`src/rtl/lsu_pkg.sv`:
```
// Shared LSU definitions: FSM states, funct3 access codes and the alignment check.
package lsu_pkg;

   typedef enum logic [1:0] {
      IDLE = 2'd0,
      WAIT = 2'd1,
      DONE = 2'd2
   } lsu_state_t;

   localparam logic [2:0] LB  = 3'b000;
   localparam logic [2:0] LH  = 3'b001;
   localparam logic [2:0] LW  = 3'b010;
   localparam logic [2:0] LBU = 3'b100;
   localparam logic [2:0] LHU = 3'b101;
   localparam logic [2:0] SB  = 3'b000;
   localparam logic [2:0] SH  = 3'b001;
   localparam logic [2:0] SW  = 3'b010;

   // Halfwords need addr[0]==0 and words need addr[1:0]==0; byte accesses never fault.
   function automatic logic misaligned(input logic is_store, input logic [2:0] f3,
                                       input logic [1:0] lo);
      logic m;
      m = 1'b0;
      if (f3 == LH || (!is_store && f3 == LHU))
         m = lo[0];
      else if (f3 == LW)
         m = (lo != 2'b00);
      return m;
   endfunction

endpackage

```
`src/rtl/lsu_align.sv`:
```
// Combinational lane handling: load byte/half select with extension, store strobe and replication.
module lsu_align
   import lsu_pkg::*;
(
   input  logic [2:0]  funct3,
   input  logic [1:0]  addr_lo,
   input  logic [31:0] rdata,
   input  logic [31:0] wdata,
   output logic [31:0] load_ext,
   output logic [3:0]  wstrb,
   output logic [31:0] wdata_rep
);

   logic [7:0]  byte_sel;
   logic [15:0] half_sel;

   always_comb begin
      byte_sel = rdata[7:0];
      case (addr_lo)
         2'd0:    byte_sel = rdata[7:0];
         2'd1:    byte_sel = rdata[15:8];
         2'd2:    byte_sel = rdata[23:16];
         default: byte_sel = rdata[31:24];
      endcase
      half_sel = addr_lo[1] ? rdata[31:16] : rdata[15:0];
   end

   // Reserved load encodings return zero rather than garbage.
   always_comb begin
      load_ext = 32'd0;
      case (funct3)
         LB:      load_ext = {{24{byte_sel[7]}}, byte_sel};
         LH:      load_ext = {{16{half_sel[15]}}, half_sel};
         LW:      load_ext = rdata;
         LBU:     load_ext = {24'd0, byte_sel};
         LHU:     load_ext = {16'd0, half_sel};
         default: load_ext = 32'd0;
      endcase
   end

   always_comb begin
      wstrb     = 4'b0000;
      wdata_rep = wdata;
      case (funct3)
         SB: begin
            wstrb     = 4'b0001 << addr_lo;
            wdata_rep = {4{wdata[7:0]}};
         end
         SH: begin
            wstrb     = 4'b0011 << {addr_lo[1], 1'b0};
            wdata_rep = {2{wdata[15:0]}};
         end
         SW: begin
            wstrb     = 4'b1111;
            wdata_rep = wdata;
         end
         default: begin
            wstrb     = 4'b0000;
            wdata_rep = wdata;
         end
      endcase
   end

endmodule

```
`src/rtl/lsu.sv`:
```
// Load/store unit: one outstanding data-memory access, IDLE -> WAIT -> DONE handshake.
// Define LSU_MISALIGN_TRAP_EN to fault on misaligned half/word accesses instead of truncating.
module lsu
   import lsu_pkg::*;
#(
   parameter int ADDR_W = 32
)
(
   input  logic              clk,
   input  logic              reset,
   input  logic              dmem_read,
   input  logic              dmem_write,
   input  logic [2:0]        funct3,
   input  logic [ADDR_W-1:0] addr,
   input  logic [31:0]       wdata,
   output logic              mem_req,
   output logic              mem_we,
   output logic [ADDR_W-1:0] mem_addr,
   output logic [3:0]        mem_wstrb,
   output logic [31:0]       mem_wdata,
   input  logic              mem_ack,
   input  logic [31:0]       mem_rdata,
   output logic [31:0]       load_data,
   output logic              load_valid,
   output logic              stall,
   output logic              fault
);

   lsu_state_t  state;
   logic [2:0]  funct3_q;
   logic [1:0]  addr_lo_q;
   logic        store_q;
   logic        req_any;
   logic        trap;
   logic [2:0]  align_f3;
   logic [1:0]  align_lo;
   logic [31:0] load_ext;
   logic [3:0]  strb;
   logic [31:0] wdata_rep;

   assign req_any = dmem_read | dmem_write;

`ifdef LSU_MISALIGN_TRAP_EN
   assign trap = misaligned(dmem_write, funct3, addr[1:0]);
`else
   assign trap = 1'b0;
`endif

   // In IDLE the aligner shapes the incoming store; afterwards it decodes the returning load.
   assign align_f3 = (state == IDLE) ? funct3    : funct3_q;
   assign align_lo = (state == IDLE) ? addr[1:0] : addr_lo_q;

   lsu_align u_align (
      .funct3    (align_f3),
      .addr_lo   (align_lo),
      .rdata     (mem_rdata),
      .wdata     (wdata),
      .load_ext  (load_ext),
      .wstrb     (strb),
      .wdata_rep (wdata_rep)
   );

   assign stall = (state == WAIT) || ((state == IDLE) && req_any && !trap);

   always_ff @(posedge clk) begin
      if (!reset) begin
         state      <= IDLE;
         funct3_q   <= 3'd0;
         addr_lo_q  <= 2'd0;
         store_q    <= 1'b0;
         mem_req    <= 1'b0;
         mem_we     <= 1'b0;
         mem_addr   <= '0;
         mem_wstrb  <= 4'd0;
         mem_wdata  <= 32'd0;
         load_data  <= 32'd0;
         load_valid <= 1'b0;
         fault      <= 1'b0;
      end else begin
         load_valid <= 1'b0;
         fault      <= 1'b0;
         case (state)
            IDLE: begin
               if (req_any) begin
                  if (trap) begin
                     fault <= 1'b1;
                  end else begin
                     state     <= WAIT;
                     mem_req   <= 1'b1;
                     mem_we    <= dmem_write;
                     store_q   <= dmem_write;
                     funct3_q  <= funct3;
                     addr_lo_q <= addr[1:0];
                     mem_addr  <= {addr[ADDR_W-1:2], 2'b00};
                     mem_wstrb <= dmem_write ? strb : 4'b0000;
                     mem_wdata <= wdata_rep;
                  end
               end
            end
            WAIT: begin
               if (mem_ack) begin
                  state     <= DONE;
                  mem_req   <= 1'b0;
                  mem_we    <= 1'b0;
                  mem_wstrb <= 4'b0000;
                  if (!store_q) begin
                     load_data  <= load_ext;
                     load_valid <= 1'b1;
                  end
               end
            end
            DONE:    state <= IDLE;
            default: state <= IDLE;
         endcase
      end
   end

endmodule
```
`config.mk`:
```
export PLATFORM = sky130hd
export DESIGN_NAME = lsu
export DESIGN_NICKNAME = d
export VERILOG_FILES = /design/src/rtl/lsu_pkg.sv /design/src/rtl/lsu_align.sv /design/src/rtl/lsu.sv
export SDC_FILE = /design/constraint.sdc
export NUM_CORES = 1
export LEC_CHECK = 0
export ABC_AREA = 1
export CORE_ASPECT_RATIO = 0.6
export CORE_MARGIN = 8
export CORE_UTILIZATION = 48
export CTS_BUF_LIST = sky130_fd_sc_hd__clkbuf_2
export DETAILED_ROUTE_END_ITERATION = 16
export GPL_TIMING_DRIVEN = 0
export PLACE_DENSITY_LB_ADDON = 0.05
export SYNTH_ARGS = -nofsm -noshare
export SYNTH_HDL_FRONTEND = slang
export SYNTH_SLANG_ARGS = --single-unit
```
`constraint.sdc`:
```
create_clock -name clk -period 4.5 [get_ports clk]
set_input_delay 0.45 -clock clk [delete_from_list [all_inputs] [get_ports clk]]
set_output_delay 0.45 -clock clk [all_outputs]
set_load 0.02 [all_outputs]
```
==> impl_metrics.env, run 1 <==
export IMPL_status="complete, no violations"
export IMPL_clock_fmax_mhz=289.9
export IMPL_cp_arrival_ps=3000
export IMPL_vdd_ir_drop_max_v=0.0001630
export IMPL_syn_avg_cell_area_um2=6.684
export IMPL_yosysSeqAreaShare_pct=42.18
export IMPL_synthSimpleGateAreaFrac_pct=29.79
export IMPL_final_antenna_net_count=0
export IMPL_antenna_cells=0
export IMPL_rsz0062_at_grt="no"
export IMPL_cp_required_ps=4050
export IMPL_place_congestion=0.9512
export IMPL_globalRouteMet3Util_pct=7.070
export IMPL_finalSetupTns_ps=0
export IMPL_grt_usage_pct=25.01
export IMPL_ys_seq_elements=109
export IMPL_io_pins=209
export IMPL_drive_gt1_share_pct=5.517
export IMPL_clk_pin_slew_ps=320
export IMPL_drv_cap=0
export IMPL_synth_top_family_by_area="simple AND/OR/NAND/NOR gates"
export IMPL_cts_sinks=109
export IMPL_cp_top_family="buffers and inverters"
export IMPL_pre_cts_ws_ps=1346
export IMPL_holdBufCountCts=0
export IMPL_timing_final_hold_violations=0
export IMPL_post_drt_wl_per_cell_um=15.88
export IMPL_crit_chain="nor2_4, buf_6, o21ai_0, clkbuf_1, buf_2, nand2_1, clkdlybuf4s50_1"
export IMPL_setup_slack_ps=1050
export IMPL_hold_path_class="input pin to flip-flop"
export IMPL_die_w_um=150.0
export IMPL_h_tree_depth=3
export IMPL_ff2ff_path_depth=8
export IMPL_grt_pass1_vias=5374
export IMPL_stdcell_count=1136
export IMPL_nNetsFinal=1096
export IMPL_wirelength_mm=18.04
export IMPL_synth_area_leaders="dfxtp_1 42%, nor2_1 13%, nand2_1 12%"
export IMPL_cts_tree="done"
export IMPL_synthAdderAreaFrac_pct=0
export IMPL_clockBufferDepth=2
export IMPL_drc_errors=0
export IMPL_placedCellCount=1120
export IMPL_die_area_mm2=0.01447
export IMPL_synthMuxAreaShare_pct=0
export IMPL_period_share_pct=76.66
export IMPL_synth_area_leader_cell="dfxtp_1"
export IMPL_finalCriticalPeriod_ps=3450
export IMPL_async_flop_share_pct=0
export IMPL_cp_start_kind="flip-flop"
export IMPL_synth_edf_count=0
export IMPL_reg2reg_to="load_data[2]"
export IMPL_drt_iter0_markers=484
export IMPL_ys_flop_type="dfxtp_1"
export IMPL_critPathBufInv=4
export IMPL_ys_types=28
export IMPL_tightest_slew_ps=639.7
export IMPL_coreArea_mm2=0.01052
export IMPL_vias_per_cell=5.085
export IMPL_holdWs_ps=359.3
export IMPL_clock_latency_ps=630
export IMPL_end_kind="primary output"
export IMPL_synth_compound_area_share_pct=18.86
export IMPL_detail_route_first_pass_iterations=5
export IMPL_p_leak_nw=3.209
export IMPL_finClkSkew_ps=45.29
export IMPL_start_util_pct=49.17
export IMPL_cp_startpoint="state[1]"
export IMPL_path_depth=7
export IMPL_cts_made_buffers=9
export IMPL_synth_area_mm2=0.005174
export IMPL_ctsResizeCount=0
export IMPL_met2_usage_pct=37.35
export IMPL_ys_warn_count=0
export IMPL_dp_final_hpwl_mm=14.30
export IMPL_syn_to_final_growth_pct=45.32
export IMPL_die_h_um=96.42
export IMPL_maxSlewViolCount=0
export IMPL_synth_cells=774
export IMPL_grt_busiest_layer="met2"
export IMPL_grt_max_degree=21
export IMPL_root_buffer="clkbuf_2"
export IMPL_antenna_found_initial=0
export IMPL_r2r_start="state[1]"
export IMPL_setup_viol=0
export IMPL_power_density_mw_per_mm2=323.0
export IMPL_worst_slew_margin_rel_pct=57.35
export IMPL_grt_ovfl_total=0
export IMPL_worstSetupPathType="flip-flop to primary output"
export IMPL_endpoint="stall"
export IMPL_slowest_stage="clkdlybuf4s50_1"
export IMPL_worstPathMaxFanout=10
export IMPL_postCtsSetupBuffers=0
export IMPL_synth_top_area_share_pct=42.18
export IMPL_cpPeakStageDelay_ps=570
export IMPL_rows=29
export IMPL_vias=5776
export IMPL_reg2reg_slack_ps=2440
export IMPL_portBuffers=205
export IMPL_synthXorXnorAreaFrac_pct=0
export IMPL_grt_pass1_wl_mm=28.44
export IMPL_grtUsageMet1_pct=35.70
-- area by class of cell --
class	count	area [um2]
Timing Repair Buffer	205	2052
Fill cell	942	3004
Multi-Input combinational cell	558	2529
Buffer	48	241.5
Inverter	61	229.0
Tap cell	139	173.9
Clock inverter	7	66.31
Sequential cell	109	2182
Clock buffer	9	45.04
-- synthesized netlist by cell type, types with 3 or more instances --
library cell,n
nand2_1,167
buf_6,5
buf_4,4
inv_1,57
a21oi_1,45
o211ai_1,10
buf_2,7
a31oi_1,6
nand3_4,3
nand2_2,6
nor2_4,4
nand3_1,21
o21ai_0,96
dfxtp_1,109
o21ai_2,4
inv_2,3
clkbuf_1,31
nor2_1,178
o22ai_1,6
-- state kept, by name (all words and copies together) (netlist names) --
register / count
mem_wdata: 32
load_valid: 1
mem_addr: 30
state: 2
load_data: 32
mem_we: 1
addr_lo_q: 2
mem_wstrb: 4
funct3_q: 3
mem_req: 1
store_q: 1
-- tightest hold or removal path, cell delays in order --
cell             delay [ps]
clkdlybuf4s50_1         390
inv_1                    70
a211oi_1                 70
-- power breakdown --
part           switching (mW)  total (mW)  internal (mW)
clock                   0.368       0.456         0.0880
sequential             0.0432        1.10           1.06
combinational           0.508       0.873          0.365
-- cells by family (layout without fill, tap and decap cells) --
kind of cell    count (synthesis)  in the layout
simple gates                  380            380
compound gates                175            175
flops                         109            109
buf+inv                       109            330
other cells                     1              3
-- through the flow --
stage | utilization (%) | instance area [um2] | total power [mW]
6_report | 71.45 | 7518 | 2.429
5_1_grt | 71.45 | 7518 | 2.570
4_1_cts | 71.45 | 7518 | 2.427
3_5_place_dp | 70.39 | 7407 | 1.980
3_3_place_gp | 70.39 | 7407 | 1.970
2_1_floorplan | - | 5181 | 1.603
-- layout by cell type (no fill, tap or decap), types with 3 or more instances in the layout --
cell,synthesis,layout
clkdlybuf4s50_1,0,205
nor2_1,178,178
nand2_1,167,167
dfxtp_1,109,109
o21ai_0,96,96
inv_1,57,57
a21oi_1,45,45
clkbuf_1,31,31
nand3_1,21,21
o211ai_1,10,10
clkbuf_2,0,9
buf_2,7,7
nand2_2,6,6
a31oi_1,6,6
o22ai_1,6,6
buf_6,5,5
nor2_4,4,4
o21ai_2,4,4
buf_4,4,4
inv_2,3,3
nand3_4,3,3
conb_1,1,3
-- worst min-delay path by stage --
stage / startpoint / cells past startpoint / slack (ps) / end
6_report: addr[0] / 3 / 360 / addr_lo_q[0]
5_1_grt: addr[0] / 3 / 320 / addr_lo_q[0]
4_1_cts: addr[0] / 3 / 340 / addr_lo_q[0]
3_5_place_dp: mem_we / 2 / 460 / mem_we
3_3_place_gp: store_q / 2 / 450 / store_q
2_1_floorplan: store_q / 2 / 440 / store_q
-- routing by layer --
layer / vias up / routed length (um)
li1: 2902 / -
met1: 2577 / 8510
met2: 280 / 7331
met3: 17 / 1998
met4: 0 / 198
met5: - / 0
Power figures use the tool's default switching activity.
==> run 2, diff against run 1 <==
--- a/config.mk
+++ b/config.mk
@@ -8,7 +8,7 @@
 export ABC_AREA = 1
 export CORE_ASPECT_RATIO = 0.6
 export CORE_MARGIN = 8
-export CORE_UTILIZATION = 48
+export CORE_UTILIZATION = 40
 export CTS_BUF_LIST = sky130_fd_sc_hd__clkbuf_2
 export DETAILED_ROUTE_END_ITERATION = 16
 export GPL_TIMING_DRIVEN = 0
==> constraint.sdc (replaced) <==
create_clock -name clk -period 2.9 [get_ports clk]
set_input_delay 0.29 -clock clk [delete_from_list [all_inputs] [get_ports clk]]
set_output_delay 0.29 -clock clk [all_outputs]
set_load 0.02 [all_outputs]
==> run 2 against run 1 <==
  * Cell area increased by 1.0%
  * Highest routed layer unchanged
  * Sequential power grew 55%
  * Clock power up 68%
  * Register-to-register slack worse by 1700 ps
  * Sequential share of layout area fell by 0.29 points
  * Flip-flop and latch count did not move
  * Global-route usage down 3.1 points
  * Total power up 58%
  * Critical path depth unchanged
  * Via count up 0.43%
  * Die area up 17%
  * Clock skew is 2.8 ps lower
==> impl_metrics.env, run 2 (synthesized netlist as in run 1, its figures left out) <==
export IMPL_detail_route_first_pass_iterations=5
export IMPL_end_kind="primary output"
export IMPL_vias_per_cell=4.967
export IMPL_vdd_ir_drop_max_v=0.0002376
export IMPL_slowest_stage="dfxtp_1"
export IMPL_setup_slack_ps=186.1
export IMPL_endpoint="stall"
export IMPL_top_regs="load_data x32, mem_wdata x32, mem_addr x30"
export IMPL_clockBufferDepth=2
export IMPL_reg2reg_to="mem_wdata[15]"
export IMPL_drc_errors=0
export IMPL_drv_cap=0
export IMPL_worst_slew_margin_rel_pct=60.02
export IMPL_h_tree_depth=3
export IMPL_cts_sinks=109
export IMPL_status="complete, no violations"
export IMPL_multiInputGateArea_mm2=0.002529
export IMPL_die_h_um=104.1
export IMPL_io_pins=209
export IMPL_mostFrequentLayoutCell="clkdlybuf4s50_1"
export IMPL_cp_startpoint="state[1]"
export IMPL_antenna_found_initial=0
export IMPL_period_share_pct=93.58
export IMPL_cp_arrival_ps=2420
export IMPL_antenna_cells=0
export IMPL_cp_start_kind="flip-flop"
export IMPL_cts_tree="done"
export IMPL_grt_pass1_wl_mm=29.81
export IMPL_reg2reg_slack_ps=760
export IMPL_cpPeakStageDelay_ps=480
export IMPL_register_area_mm2=0.002182
export IMPL_pre_cts_ws_ps=-6.137
export IMPL_clk_pin_slew_ps=300
export IMPL_power_density_mw_per_mm2=506.3
export IMPL_cp_required_ps=2610
export IMPL_final_cell_mix="204 x clkdlybuf4s50_1, 178 x nor2_1, 167 x nand2_1"
export IMPL_root_buffer="clkbuf_2"
export IMPL_rsz0062_at_grt="no"
export IMPL_start_util_pct=40.63
export IMPL_coreArea_mm2=0.01273
export IMPL_drt_iter0_markers=484
export IMPL_hp_start="addr[0]"
export IMPL_crit_chain="nor2_4, buf_6, o21ai_0, clkbuf_4, buf_2, nand2_1, clkdlybuf4s15_2"
export IMPL_grt_pass1_vias=5313
export IMPL_finalSetupTns_ps=0
export IMPL_die_area_mm2=0.01695
export IMPL_portBuffers=205
export IMPL_final_antenna_net_count=0
export IMPL_path_depth=7
export IMPL_place_congestion=0.8974
export IMPL_maxSlewViolCount=0
export IMPL_grt_max_degree=20
export IMPL_timing_final_hold_violations=0
export IMPL_drive_gt1_share_pct=5.912
export IMPL_clock_latency_ps=620
export IMPL_grt_ovfl_total=0
export IMPL_clock_fmax_mhz=368.5
export IMPL_hold_path_class="input pin to flip-flop"
export IMPL_finClkSkew_ps=42.49
export IMPL_r2r_start="state[1]"
export IMPL_worstSetupPathType="flip-flop to primary output"
export IMPL_nFillCells=1267
export IMPL_wirelength_mm=18.95
export IMPL_ff2ff_path_depth=10
export IMPL_post_drt_wl_per_cell_um=16.22
export IMPL_finalCriticalPeriod_ps=2714
export IMPL_rows=32
export IMPL_setup_viol=0
export IMPL_syn_to_final_growth_pct=46.77
export IMPL_cts_made_buffers=9
export IMPL_tightest_slew_ps=599.7
export IMPL_die_w_um=162.8
export IMPL_grt_usage_pct=21.91
export IMPL_nNetsFinal=1098
export IMPL_vias=5801
export IMPL_critPathBufInv=4
export IMPL_p_leak_nw=3.227
export IMPL_dp_final_hpwl_mm=14.82
export IMPL_worstPathMaxFanout=10
export IMPL_cp_top_family="buffers and inverters"
-- run 2: stage by stage --
step                hold slack [ps]  std cells  power [mW]  instance area, um2  utilization (%)
floorplan                     440.2        776       2.487                5181                -
global placement              448.3       1151       3.078                7446            58.48
detailed placement            457.7       1151       3.087                7446            58.48
CTS                           185.6       1166       3.859                7579            59.52
global route                  175.8       1168       4.071                7594            59.64
finish                        236.5       1168       3.844                7594            59.64
-- run 2: worst min-delay path by stage --
stage          cells after the start             to  slack [ps]
2_1_floorplan                      2        store_q         440
3_3_place_gp                       2        store_q         450
3_5_place_dp                       2  load_data[20]         460
4_1_cts                            3   mem_addr[18]         190
5_1_grt                            3    mem_addr[7]         180
6_report                           3   addr_lo_q[0]         240
-- run 2: routing by layer --
metal	up-vias	GRT usage (%)	wire length (um)
li1	2901	-	-
met1	2621	33.59	9539
met2	267	29.35	7332
met3	12	6.403	1921
met4	0	3.585	157
met5	-	0	0
-- run 2: power breakdown --
group	internal, mW	total (mW)	switching [mW]
Sequential	1.64	1.71	0.0696
Combinational	0.571	1.37	0.797
Clock	0.214	0.766	0.553
Total	2.42	3.84	1.42
-- run 2: worst register-to-register path, cell delays in order (launching register included) --
cell     delay, ps
dfxtp_1        480
nor2_4          70
buf_4          130
o21ai_2        340
inv_2          200
nor2_4         240
buf_4          230
nand2_1        150
o22ai_2        150
nor2_1          60
nor2_1          80
-- run 2: cell type report --
class                      count  area share [%]
tap                          170           2.801
sequential                   109           28.74
buffer                        48           3.230
timing repair buffer         207           27.24
multi-input combinational    558           33.30
clock inverter                 6           1.087
inverter                      61           3.015
clock buffer                   9          0.5932
-- run 2: what timing repair did --
item                                    4_1_cts  5_1_grt
endpoints found under the hold margin         0        0
pin swaps                                     1        1
resized for setup                             5        0
buffers inserted                              0        2
endpoints found under the setup margin        1        1
hold buffers                                  0        0
==> run 3, diff against run 2 <==
--- a/config.mk
+++ b/config.mk
@@ -13,6 +13,7 @@
 export DETAILED_ROUTE_END_ITERATION = 16
 export GPL_TIMING_DRIVEN = 0
 export PLACE_DENSITY_LB_ADDON = 0.05
+export RECOVER_POWER = 100
 export SYNTH_ARGS = -nofsm -noshare
 export SYNTH_HDL_FRONTEND = slang
 export SYNTH_SLANG_ARGS = --single-unit
==> run 3 against run 2 <==
  * Cell count did not move
  * Combinational power fell by 4%
  * Clock skew rose by 2.2 ps
  * Critical endpoint is now mem_wdata[15]
  * Largest power group unchanged
==> impl_metrics.env, run 3 (synthesized netlist as in run 1, its figures left out) <==
export IMPL_wirelength_mm=18.94
export IMPL_grt_ovfl_total=0
export IMPL_io_pins=209
export IMPL_h_tree_depth=3
export IMPL_die_area_mm2=0.01695
export IMPL_reg2reg_to="mem_wdata[15]"
export IMPL_clock_fmax_mhz=365.3
export IMPL_worstPathMaxFanout=10
export IMPL_highest_layer="met4"
export IMPL_period_share_pct=94.40
export IMPL_path_depth=10
export IMPL_die_w_um=162.8
export IMPL_cpPeakStageDelay_ps=810
export IMPL_cp_required_ps=3490
export IMPL_placed_area_mm2=0.007446
export IMPL_cts_sinks=109
export IMPL_antenna_cells=0
export IMPL_grt_pass1_wl_mm=29.81
export IMPL_holdBufCountCts=0
export IMPL_detail_route_first_pass_iterations=6
export IMPL_cts_tree="done"
export IMPL_holdPathStages=3
export IMPL_grt_pass1_vias=5313
export IMPL_timing_final_hold_violations=0
export IMPL_hp_start="addr[0]"
export IMPL_syn_to_final_growth_pct=46.36
export IMPL_drive_gt1_share_pct=5.511
export IMPL_end_kind="flip-flop"
export IMPL_nNetsFinal=1098
export IMPL_mostFrequentLayoutCell="nor2_1"
export IMPL_top_regs="load_data x32, mem_wdata x32, mem_addr x30"
export IMPL_rows=32
export IMPL_crit_chain="nor2_4, clkbuf_4, o21ai_0, inv_2, nor2_4, buf_4, nand2_1, o22ai_2, nor2_1, nor2_1"
export IMPL_wirelength_met1_mm=9.395
export IMPL_rsz0062_at_grt="no"
export IMPL_worst_slew_margin_rel_pct=29.12
export IMPL_vias_per_cell=4.949
export IMPL_power_density_mw_per_mm2=500.3
export IMPL_vias=5780
export IMPL_ff2ff_path_depth=10
export IMPL_pre_cts_ws_ps=-6.137
export IMPL_tightest_slew_ps=1052
export IMPL_grt_max_degree=20
export IMPL_coreArea_mm2=0.01273
export IMPL_clk_pin_slew_ps=320
export IMPL_cts_made_buffers=9
export IMPL_clock_latency_ps=620
export IMPL_start_util_pct=40.63
export IMPL_cp_top_family="compound AO/OA/AOI/OAI gates"
export IMPL_setup_slack_ps=162.3
export IMPL_place_congestion=0.8974
export IMPL_dp_final_hpwl_mm=14.82
export IMPL_reg2reg_slack_ps=160
export IMPL_finalCriticalPeriod_ps=2738
export IMPL_register_area_mm2=0.002182
export IMPL_wl_met2_mm=7.331
export IMPL_die_h_um=104.1
export IMPL_final_cell_mix="178 x nor2_1, 167 x nand2_1, 109 x dfxtp_1"
export IMPL_drt_iter0_markers=542
export IMPL_nFillCells=1273
export IMPL_vdd_ir_drop_max_v=0.0002357
export IMPL_root_buffer="clkbuf_2"
export IMPL_multiInputGateArea_mm2=0.002521
export IMPL_hold_path_class="input pin to flip-flop"
export IMPL_min_to="addr_lo_q[0]"
export IMPL_setup_viol=0
export IMPL_status="complete, no violations"
export IMPL_grt_usage_pct=21.91
export IMPL_antenna_found_initial=0
export IMPL_r2r_start="state[1]"
export IMPL_drc_errors=0
export IMPL_post_drt_wl_per_cell_um=16.21
export IMPL_clockBufferDepth=2
export IMPL_portBuffers=205
export IMPL_critPathBufInv=3
export IMPL_cp_start_kind="flip-flop"
export IMPL_wl_met3_mm=2.053
export IMPL_finClkSkew_ps=44.69
export IMPL_finalPower_mw=3.789
export IMPL_cp_arrival_ps=3320
export IMPL_drv_cap=0
export IMPL_final_antenna_net_count=0
export IMPL_final_cell_area_mm2=0.007572
export IMPL_worstSetupPathType="flip-flop to flip-flop"
export IMPL_p_leak_nw=3.477
export IMPL_slowest_stage="o21ai_0"
export IMPL_maxSlewViolCount=0
[run 3: cell count changes in the layout (fill, tap and decap cells not counted)]
cell,before,now
buf_1,1,0
buf_4,6,5
buf_6,5,3
clkbuf_1,30,32
clkbuf_2,9,10
clkbuf_4,1,2
clkdlybuf4s50_1,204,102
dlygate4sd3_1,0,102
inv_1,57,58
inv_2,3,2
o21ai_0,96,98
o21ai_2,4,2
[run 3: through the flow]
| stage | instances | setup TNS [ps] | util [%] | hold slack (ps) |
|---|---|---|---|---|
| floorplan | 776 | 0 | - | 440.2 |
| global placement | 1151 | -12.72 | 58.48 | 448.3 |
| detailed placement | 1151 | -6.137 | 58.48 | 457.7 |
| CTS | 1166 | 0 | 59.52 | 185.6 |
| global route | 1168 | 0 | 59.47 | 175.8 |
| finish | 1168 | 0 | 59.47 | 236.3 |
[run 3: worst register-to-register path, stage by stage (launching register included)]
cell	delay, ps
dfxtp_1	480
nor2_4	70
clkbuf_4	130
o21ai_0	810
inv_2	290
nor2_4	280
buf_4	230
nand2_1	140
o22ai_2	140
nor2_1	60
nor2_1	90
[run 3: layout make-up]
type,count,share of cell area (%)
Timing Repair Buffer,207,27.31
Clock buffer,9,0.5948
Inverter,61,3.024
Multi-Input combinational cell,558,33.29
Sequential cell,109,28.82
Clock inverter,6,1.091
Buffer,48,3.057
Tap cell,170,2.809
[run 3: where the power goes]
part	internal (mW)	total [mW]	switching, mW	leakage (nW)
registers	1.64	1.70	0.0634	0.898
logic	0.522	1.32	0.794	2.51
clock network	0.214	0.769	0.556	0.0733
[run 3: repair_timing]
action / in CTS / in global routing
pin swaps: 1 / 1
gates resized for setup: 5 / 0
setup endpoints to repair: 1 / 1
buffers inserted: 0 / 2
[run 3: per-layer routing]
layer | up-vias | global-route usage, %
met5 | - | 0
met4 | 0 | 3.585
met3 | 12 | 6.403
met2 | 276 | 29.35
met1 | 2592 | 33.59
li1 | 2900 | -
[run 3: worst max path at each step]
| stage | from | end | slack [ps] |
|---|---|---|---|
| 2_1_floorplan | state[1] | stall | 1220 |
| 4_1_cts | state[0] | stall | 30 |
| 6_report | state[1] | mem_wdata[15] | 160 |
| 3_5_place_dp | dmem_write | stall | -6 |
| 3_3_place_gp | dmem_write | stall | -10 |
| 5_1_grt | state[1] | mem_wdata[15] | 20 |
